### src/rtl/dispatch.sv
// dispatch: rename -> ALU/LSU/BRU reservation-station dispatch with preg ready table.
// Define DISPATCH_STATS_EN to add the stat_dispatched / stat_stall counters.
package dispatch_pkg;
    localparam int NUM_PREGS = 128;
    localparam int PREG_W    = 7;
    localparam int ROB_W     = 4;

    typedef struct packed {
        logic [PREG_W-1:0] prd;
        logic [PREG_W-1:0] pr1;
        logic [PREG_W-1:0] pr2;
        logic [31:0]       imm;
        logic [ROB_W-1:0]  rob_index;
        logic [6:0]        opcode;
        logic [2:0]        func3;
        logic [6:0]        func7;
    } rename_instr_t;

    typedef struct packed {
        logic [PREG_W-1:0] prd;
        logic [PREG_W-1:0] pr1;
        logic [PREG_W-1:0] pr2;
        logic [31:0]       imm;
        logic [ROB_W-1:0]  rob_index;
        logic [6:0]        opcode;
        logic [2:0]        func3;
        logic [6:0]        func7;
        logic              pr1_ready;
        logic              pr2_ready;
    } dispatch_pipeline_data_t;

    typedef enum logic [1:0] {
        FU_ALU = 2'd0,
        FU_LSU = 2'd1,
        FU_BRU = 2'd2
    } fu_sel_t;
endpackage

module dispatch
    import dispatch_pkg::*;
(
    input  logic                    clk,
    input  logic                    reset,
    input  logic                    flush,
    input  logic                    in_valid,
    output logic                    in_ready,
    input  rename_instr_t           in_instr,
    output logic                    alu_valid,
    output logic                    lsu_valid,
    output logic                    bru_valid,
    input  logic                    alu_ready,
    input  logic                    lsu_ready,
    input  logic                    bru_ready,
    output dispatch_pipeline_data_t out_instr,
    input  logic [PREG_W-1:0]       reg1_rdy,
    input  logic [PREG_W-1:0]       reg2_rdy,
    input  logic [PREG_W-1:0]       reg3_rdy,
    input  logic                    reg1_rdy_valid,
    input  logic                    reg2_rdy_valid,
    input  logic                    reg3_rdy_valid,
`ifdef DISPATCH_STATS_EN
    output logic [31:0]             stat_dispatched,
    output logic [31:0]             stat_stall,
`endif
    output logic [PREG_W-1:0]       nr_reg,
    output logic                    nr_valid
);

    logic [NUM_PREGS-1:0]    rdy_tbl;
    logic [NUM_PREGS-1:0]    tbl_next;
    logic                    hold_valid;
    fu_sel_t                 fu_sel;
    fu_sel_t                 cap_sel;
    logic                    sel_ready;
    logic                    accept;
    logic                    leave;
    logic                    alloc;
    dispatch_pipeline_data_t cap;
    dispatch_pipeline_data_t held_next;

    function automatic logic bcast_hit(input logic [PREG_W-1:0] p);
        return (reg1_rdy_valid && reg1_rdy == p)
            || (reg2_rdy_valid && reg2_rdy == p)
            || (reg3_rdy_valid && reg3_rdy == p);
    endfunction

    function automatic logic src_ready(input logic [PREG_W-1:0] p);
        return (p == '0) || rdy_tbl[p] || bcast_hit(p);
    endfunction

    always_comb begin
        sel_ready = 1'b0;
        unique case (fu_sel)
            FU_ALU:  sel_ready = alu_ready;
            FU_LSU:  sel_ready = lsu_ready;
            FU_BRU:  sel_ready = bru_ready;
            default: sel_ready = 1'b0;
        endcase
    end

    assign in_ready  = !hold_valid || sel_ready;
    assign accept    = in_valid && in_ready && !flush;
    assign leave     = hold_valid && sel_ready;
    assign alloc     = accept && (in_instr.prd != '0);

    assign alu_valid = hold_valid && (fu_sel == FU_ALU);
    assign lsu_valid = hold_valid && (fu_sel == FU_LSU);
    assign bru_valid = hold_valid && (fu_sel == FU_BRU);

    always_comb begin
        cap_sel = FU_ALU;
        unique case (1'b1)
            (in_instr.opcode == 7'h03),
            (in_instr.opcode == 7'h23): cap_sel = FU_LSU;
            (in_instr.opcode == 7'h63),
            (in_instr.opcode == 7'h6F),
            (in_instr.opcode == 7'h67): cap_sel = FU_BRU;
            default:                    cap_sel = FU_ALU;
        endcase
    end

    always_comb begin
        cap           = '0;
        cap.prd       = in_instr.prd;
        cap.pr1       = in_instr.pr1;
        cap.pr2       = in_instr.pr2;
        cap.imm       = in_instr.imm;
        cap.rob_index = in_instr.rob_index;
        cap.opcode    = in_instr.opcode;
        cap.func3     = in_instr.func3;
        cap.func7     = in_instr.func7;
        cap.pr1_ready = src_ready(in_instr.pr1);
        cap.pr2_ready = src_ready(in_instr.pr2);
    end

    // Held entry only ever gains readiness from wakeups.
    always_comb begin
        held_next = out_instr;
        if (hold_valid) begin
            held_next.pr1_ready = out_instr.pr1_ready || bcast_hit(out_instr.pr1);
            held_next.pr2_ready = out_instr.pr2_ready || bcast_hit(out_instr.pr2);
        end
    end

    // Dispatch clear of prd is applied last so it wins over a same-edge broadcast.
    always_comb begin
        tbl_next = rdy_tbl;
        if (reg1_rdy_valid) tbl_next[reg1_rdy] = 1'b1;
        if (reg2_rdy_valid) tbl_next[reg2_rdy] = 1'b1;
        if (reg3_rdy_valid) tbl_next[reg3_rdy] = 1'b1;
        if (alloc)          tbl_next[in_instr.prd] = 1'b0;
        tbl_next[0] = 1'b1;
        if (flush)          tbl_next = '1;
    end

    always_ff @(posedge clk or negedge reset) begin
        if (!reset) begin
            rdy_tbl    <= '1;
            hold_valid <= 1'b0;
            fu_sel     <= FU_ALU;
            out_instr  <= '0;
            nr_reg     <= '0;
            nr_valid   <= 1'b0;
        end else begin
            rdy_tbl  <= tbl_next;
            nr_valid <= alloc;
            if (alloc) nr_reg <= in_instr.prd;
            if (flush) begin
                hold_valid <= 1'b0;
            end else if (accept) begin
                hold_valid <= 1'b1;
                fu_sel     <= cap_sel;
                out_instr  <= cap;
            end else begin
                if (leave) hold_valid <= 1'b0;
                out_instr <= held_next;
            end
        end
    end

`ifdef DISPATCH_STATS_EN
    always_ff @(posedge clk or negedge reset) begin
        if (!reset) begin
            stat_dispatched <= '0;
            stat_stall      <= '0;
        end else begin
            if (leave)                    stat_dispatched <= stat_dispatched + 32'd1;
            if (hold_valid && !sel_ready) stat_stall      <= stat_stall + 32'd1;
        end
    end
`endif

endmodule

### config.mk
export PLATFORM = sky130hd
export DESIGN_NAME = dispatch
export DESIGN_NICKNAME = d
export VERILOG_FILES = /design/src/rtl/dispatch.sv
export SDC_FILE = /design/constraint.sdc
export NUM_CORES = 1
export LEC_CHECK = 0
export BUFFER_PORTS_ARGS = -buffer_cell sky130_fd_sc_hd__buf_4
export CORE_MARGIN = 2
export CORE_UTILIZATION = 25
export CTS_BUF_LIST = sky130_fd_sc_hd__clkbuf_4
export DETAILED_ROUTE_END_ITERATION = 8
export RECOVER_POWER = 50
export SLEW_MARGIN = 20
export SYNTH_ARGS = -nofsm -noshare
export SYNTH_HDL_FRONTEND = slang
export SYNTH_SLANG_ARGS = --single-unit
### constraint.sdc
create_clock -name clk -period 4.75 [get_ports clk]
set_input_delay 0.95 -clock clk [delete_from_list [all_inputs] [get_ports clk]]
set_output_delay 0.95 -clock clk [all_outputs]
set_load 0.01 [all_outputs]
==> results of run 1 <==
cell type report:
class,count,area (um2),share of cell area (%)
repair buffers,211,1550,8.97
clock buffers,85,638,3.70
inverters,25,93.8,0.544
well taps,765,957,5.55
clock inverters,21,119,0.689
multi-input cells,1292,8380,48.6
flip-flops and latches,214,5510,32.0
diodes,1,2.50,0.0145
worst paths after layout:
check,startpoint,to,slack (ps)
setup reg to reg,fu_sel[1]$_DFFE_PN0P_,rdy_tbl[73]$_DFF_PN1_,1410
max in group asynchronous,reset,rdy_tbl[126]$_DFF_PN1_,1500
setup / recovery,fu_sel[1]$_DFFE_PN0P_,rdy_tbl[73]$_DFF_PN1_,1410
min in group asynchronous,reset,out_instr[66]$_DFFE_PN0P_,1120
hold / removal,in_instr[41],out_instr[43]$_DFFE_PN0P_,370
hold reg to reg,out_instr[71]$_DFFE_PN0P_,out_instr[71]$_DFFE_PN0P_,480
power by group through the flow:
stage	clock (mW)	sequential [mW]	combinational [mW]
global route	1.86	2.04	1.05
global placement	0	2.05	0.973
detailed placement	0	2.06	0.984
finish	1.74	2.03	0.993
CTS	1.78	2.03	0.987
floorplan	0	2.09	0.440
cell families after synthesis:
logic type / after synthesis / synth area share [%]
and+or+nand+nor: 728 / 22.0
muxes: 86 / 11.4
AOI/OAI and AO/OA: 394 / 18.9
buffers and inverters: 165 / 4.68
xor gates and xnor gates: 84 / 5.06
DFF: 214 / 37.9
stage by stage:
stage	cells	hold slack (ps)	util [%]	area [um2]
global route	2614	349	30.0	17200
CTS	2613	254	30.1	17300
finish	2614	365	30.0	17200
global placement	2507	461	28.7	16500
floorplan	1671	514	-	14500
detailed placement	2507	464	28.7	16600
layout by cell type, fill, tap and decap left out, drive strengths merged, types with 3 or more instances in the layout:
cell type / netlist / layout
a211oi: 28 / 28
a21o: 70 / 70
a21oi: 42 / 42
a221o: 5 / 5
a221oi: 29 / 29
a22o: 7 / 7
a22oi: 6 / 6
a311oi: 4 / 4
a31oi: 8 / 8
and2: 7 / 7
and3: 6 / 6
buf: 38 / 197
clkbuf: 102 / 99
clkinv: 1 / 20
dfrtp: 87 / 87
dfstp: 127 / 127
inv: 24 / 25
mux2i: 22 / 22
mux4: 63 / 63
nand2: 408 / 408
nand2b: 18 / 18
nand3: 48 / 48
nand4: 28 / 28
nor2: 109 / 109
nor2b: 28 / 28
nor3: 48 / 48
nor4: 14 / 14
o211ai: 3 / 3
o21ai: 78 / 78
o221ai: 29 / 29
o22ai: 51 / 51
o2bb2ai: 4 / 4
o32ai: 15 / 15
o41ai: 4 / 4
or2: 4 / 4
or3: 3 / 3
xnor2: 42 / 42
xor2: 42 / 42
worst register-to-register path, cell delays in order, from the launching register on:
cell                       delay [ps]
sky130_fd_sc_hd__dfrtp_1          440
sky130_fd_sc_hd__mux2i_1          150
sky130_fd_sc_hd__o211ai_1         550
sky130_fd_sc_hd__nand2_4          530
sky130_fd_sc_hd__nor4b_4          900
sky130_fd_sc_hd__buf_4            350
sky130_fd_sc_hd__nand2_1           90
sky130_fd_sc_hd__a21o_1           170
per-layer routing:
metal | vias up | wire (um) | global-route usage (%) | part of all wire, %
li1 | 6323 | - | - | -
met1 | 7443 | 26300 | 28.1 | 37
met2 | 1275 | 31300 | 35.2 | 45
met3 | 311 | 8110 | 6.07 | 12
met4 | 2 | 4480 | 13.7 | 6.4
met5 | - | 7 | 0 | 0.010
==> impl_metrics.toml, run 1 <==
[run_status]
status = "finished, violations left"
violations_in_the_final_reports = "capacitance limit, slew limit"

[yosys]
synth-edff-count = 0
synth_seq_cells = 214
postSynthCellCount = 1671
library_cells_used_by_synthesis = 61
yosysWarningCount = 0
post_synth_main_area_contributors = "sky130_fd_sc_hd__dfstp_2 23%, sky130_fd_sc_hd__dfrtp_1 15%, sky130_fd_sc_hd__nand2_1 11%, sky130_fd_sc_hd__mux4_2 9.1%, sky130_fd_sc_hd__a21o_1 3.6%"
netlist.area_leader.share_pct = 22.9
synth.cell_area_mm2 = 0.0145
yosysSeqAreaShare_pct = 37.9
most_area_hungry_cell_type_in_the_yosys_netlist = "sky130_fd_sc_hd__dfstp_2"
ys_top_cells_by_count = "408 x sky130_fd_sc_hd__nand2_1, 127 x sky130_fd_sc_hd__dfstp_2, 109 x sky130_fd_sc_hd__nor2_1, 102 x sky130_fd_sc_hd__clkbuf_1, 87 x sky130_fd_sc_hd__dfrtp_1"
syn-num-nets = 1776
asyncSetResetFlopFracSynth_pct = 100
ys.flop_type = "sky130_fd_sc_hd__dfstp_2"
synthMostInstantiatedCell = "sky130_fd_sc_hd__nand2_1"
syn_area_per_cell_um2 = 8.71

[sta]
grt_setup_unrepaired = "no"
worst_clock_skew_ps = 91.6
worst_slew_margin_rel_pct = -93.3
slew_at_the_pin_with_the_worst_max_slew_slack_ps = 2900
setup-violations-final = 0
setup_ws_ps = 1410
final.period_utilization_pct = 70.3
maxClockFrequency_ghz = 0.300
hold_violation_count_in_the_final_report = 0
fin_setup_tns_ps = 0
period_needed_ps = 3340
slew_viol_final = 121

[pwr]
max-vdd-ir-drop_uv = 166
power.switching_fraction_pct = 33.5
standby_leakage_power_nw = 6.86
combinationalPowerShare_pct = 20.8
sequential_cell_fraction_of_total_power_pct = 42.6
p_int_mw = 3.17
power_switching_mw = 1.60
design_power_total_mw = 4.76
cellPowerDensity_mw_per_mm2 = 276
clkPwrFrac_pct = 36.6

[detailed_routing]
wirelength_mm = 70.1
vias = 15354
antenna_left = 0
via_cell_ratio = 5.87
detail_route.wl_per_cell_um = 26.8
first_pass_iters = 6
drcViolationCount = 0
first_iter_violations = 2093

[clock_network]
clock_pin_slew_of_the_registers_on_the_worst_case_setup_and_hold_paths_ps = 70
number_of_buffers_inserted_during_clock_tree_synthesis = 57
worstSkewPairLatency_ps = 770
cts_max_level = 2
tritoncts_clock_tree = "done"
clkSinkCount = 214
cts.repair.resized = 0
post-cts-setup-buffers = 0
cts_root_buf = "sky130_fd_sc_hd__clkbuf_4"
cts_hold_repair_buffers = 0
clockBufferDepth = 3

[floorplan]
die_x_um = 245
dieArea_mm2 = 0.0601
design.portCount = 193
fp.coreArea_mm2 = 0.0576
floorplan.initialDensity_pct = 25.3
placement_rows = 88
chipHeight_um = 245

[run]
drv_cap = 2

[final_layout]
largest_reg_flops = 127
areaGrowthSynthToFinish_pct = 18.6
finalNetCount = 1906
final.fill_count = 6127
post_route_cells_drive_above_1_share_pct = 26.8

[critical_path]
critical_path_depth = 7
worst-endpoint-arrival_ps = 3950
crit_path_cell_trace = "mux2i_1 > o211ai_1 > nand2_4 > nor4b_4 > buf_4 > nand2_1 > a21o_1"
count_of_cells_along_the_worst_register_to_register_path = 7
cp-end-kind = "flip-flop"
setup.worst_path.class = "flip-flop to flip-flop"
critPathMaxStageDelay_ps = 870
critical-path-slowest-cell = "sky130_fd_sc_hd__nor4b_4"
critPathBufInv = 1
worst_setup_path_start_kind = "flip-flop"
cp.required_ps = 5370
top_cell_family_by_delay_on_the_critical_path = "simple AND/OR/NAND/NOR gates"
crit_path_max_fanout = 54

[hold_path]
hold_path_depth = 3
hold_path.class = "input port to flip-flop"

[global_route]
grt_use_total_pct = 22.7
grt_antenna_before_repair = 2
largest_net_degree_at_the_start_of_global_routing = 105
grt_first_pass_wirelength_mm = 102
number_of_global_route_vias_before_repair = 15014
total_congestion_overflow = 0

[place]
post-dp-hpwl_mm = 47.1
io_buffer_count = 192
weighted_congestion_reported_at_the_end_of_routability_driven_placement = 1.01
place_worst_setup_slack_ps = 1260
Note: power is estimated with default switching activity, not from simulation.
==> run 2: changes to the inputs <==
- clock period: 4.75 -> 3 ns (I/O delays scaled with it)
==> run 2 against run 1 <==
Routed wire length grew 5.1%. Cell count increased by 3.7%. Clock-buffer cell count is 8 higher. The flow still finishes with violations (capacitance limit, slew limit). Flip-flop and latch count unchanged. First-iteration DRC count up 15%. Combinational power grew 64%. Largest power group unchanged. Clock power rose by 66%. Sequential power is 58% higher.
==> impl_metrics.toml, run 2 (synthesis gave the netlist of run 1 again) <==
[final_layout]
final_design_area_no_fill_mm2 = 0.0180
finished_core_util_pct = 31.2
largest_reg_flops = 127
finalNetCount = 2000
layout.area.seq_mm2 = 0.00551
final.fill_count = 6099
areaGrowthSynthToFinish_pct = 23.6
mostFrequentLayoutCell = "sky130_fd_sc_hd__nand2_1"
post_route_cells_drive_above_1_share_pct = 27.1
multiInputGateArea_mm2 = 0.00837
most-common-layout-cells = "407 x sky130_fd_sc_hd__nand2_1, 220 x sky130_fd_sc_hd__buf_4, 127 x sky130_fd_sc_hd__dfstp_2, 109 x sky130_fd_sc_hd__nor2_1, 93 x sky130_fd_sc_hd__clkbuf_4"

[place]
post-dp-hpwl_mm = 50.9
post_dp_cell_area_mm2 = 0.0170
weighted_congestion_reported_at_the_end_of_routability_driven_placement = 1.03
io_buffer_count = 192

[floorplan]
chipHeight_um = 245
design.portCount = 193
dieArea_mm2 = 0.0601
die_x_um = 245
placement_rows = 88
fp.coreArea_mm2 = 0.0576
floorplan.initialDensity_pct = 25.3

[hold_path]
hold_path_depth = 3
hold_path.class = "input port to flip-flop"
hp-start = "in_instr[45]"

[critical_path]
cp.required_ps = 2400
worst-endpoint-arrival_ps = 2080
cp-end-kind = "primary output"
crit_path_max_fanout = 6
launch_point_of_the_worst_path = "fu_sel[1]$_DFFE_PN0P_"
setup.worst_path.class = "flip-flop to primary output"
count_of_cells_along_the_worst_register_to_register_path = 7
worst_r2r_startpoint = "fu_sel[1]$_DFFE_PN0P_"
worst_setup_path_start_kind = "flip-flop"

[clock_network]
worstSkewPairLatency_ps = 790
cts_max_level = 2
number_of_buffers_inserted_during_clock_tree_synthesis = 60
clock_pin_slew_of_the_registers_on_the_worst_case_setup_and_hold_paths_ps = 80
clkSinkCount = 214
clockBufferDepth = 3
cts.repair.resized = 0
cts_root_buf = "sky130_fd_sc_hd__clkbuf_4"
tritoncts_clock_tree = "done"

[sta]
setup-violations-final = 0
hold_violation_count_in_the_final_report = 0
period_needed_ps = 2680
maxClockFrequency_ghz = 0.373
worst_slew_margin_rel_pct = -26.4
grt_setup_unrepaired = "no"
worst_clock_skew_ps = 77.9
final.period_utilization_pct = 89.3
slew_at_the_pin_with_the_worst_max_slew_slack_ps = 1900
slew_viol_final = 68
fin_setup_tns_ps = 0

[pwr]
cellPowerDensity_mw_per_mm2 = 430
standby_leakage_power_nw = 7.20
max-vdd-ir-drop_uv = 233

[run_status]
violations_in_the_final_reports = "capacitance limit, slew limit"
status = "finished, violations left"

[detailed_routing]
antenna_left = 0
first_iter_violations = 2400
vias = 15978
detail_route.wl_per_cell_um = 27.2
wirelength_mm = 73.7
drcViolationCount = 0
first_pass_iters = 8
via_cell_ratio = 5.89

[global_route]
largest_net_degree_at_the_start_of_global_routing = 86
total_congestion_overflow = 0
grt_first_pass_wirelength_mm = 107
number_of_global_route_vias_before_repair = 15769
grt_use_total_pct = 23.9
grt_antenna_before_repair = 3

[run]
drv_cap = 1
[run 2: final cells by class]
| type | instances | share of cell area [%] |
|---|---|---|
| diodes | 3 | 0.0418 |
| clock buffers | 93 | 3.88 |
| clock inverters | 17 | 0.536 |
| inverters | 25 | 0.522 |
| multi-input cells | 1292 | 46.6 |
| flip-flops and latches | 214 | 30.7 |
| well taps | 765 | 5.33 |
| repair buffers | 302 | 12.4 |
[run 2: metal layers]
metal | global-route usage, % | wire (um)
met4 | 13.6 | 4830
met2 | 36.1 | 31900
met1 | 29.4 | 26900
met5 | 0 | 13
met3 | 8.64 | 10000
[run 2: worst paths after layout]
check                                            end  slack [ps]
min in group asynchronous  out_instr[67]$_DFFE_PN0P_         910
min                        out_instr[47]$_DFFE_PN0P_          30
max in group asynchronous  out_instr[10]$_DFFE_PN0P_         520
min reg2reg                out_instr[73]$_DFFE_PN0P_         470
max                                         in_ready         320
max reg2reg                    rdy_tbl[49]$_DFF_PN1_         600
[run 2: stage by stage]
stage | setup slack, ps | power, mW | cells | hold WS [ps]
2_1_floorplan | 527 | 4.00 | 1671 | 304
5_1_grt | 133 | 8.03 | 2709 | 25.6
6_report | 321 | 7.72 | 2711 | 27.1
3_5_place_dp | 299 | 4.87 | 2565 | 466
3_3_place_gp | 333 | 4.85 | 2565 | 460
4_1_cts | 270 | 7.80 | 2708 | 0.804
[run 2: critical path, stage by stage (launching register included)]
cell and delay, ps:
sky130_fd_sc_hd__dfrtp_1 450, sky130_fd_sc_hd__mux2i_1 170, sky130_fd_sc_hd__o211ai_2 440, sky130_fd_sc_hd__buf_4 220
[run 2: timing repair]
| item | CTS | global route |
|---|---|---|
| buffers inserted | 0 | 0 |
| hold buffers | 33 | 0 |
| endpoints found under the hold margin | 41 | 0 |
| endpoints found under the setup margin | 0 | 0 |
[run 2: power by group]
group / leakage (nW) / internal (mW) / total [mW] / switching, mW
Sequential: 2.41 / 3.07 / 3.21 / 0.145
Clock: 0.470 / 1.49 / 2.89 / 1.40
Combinational: 4.31 / 0.575 / 1.63 / 1.05
Total: 7.20 / 5.13 / 7.72 / 2.60
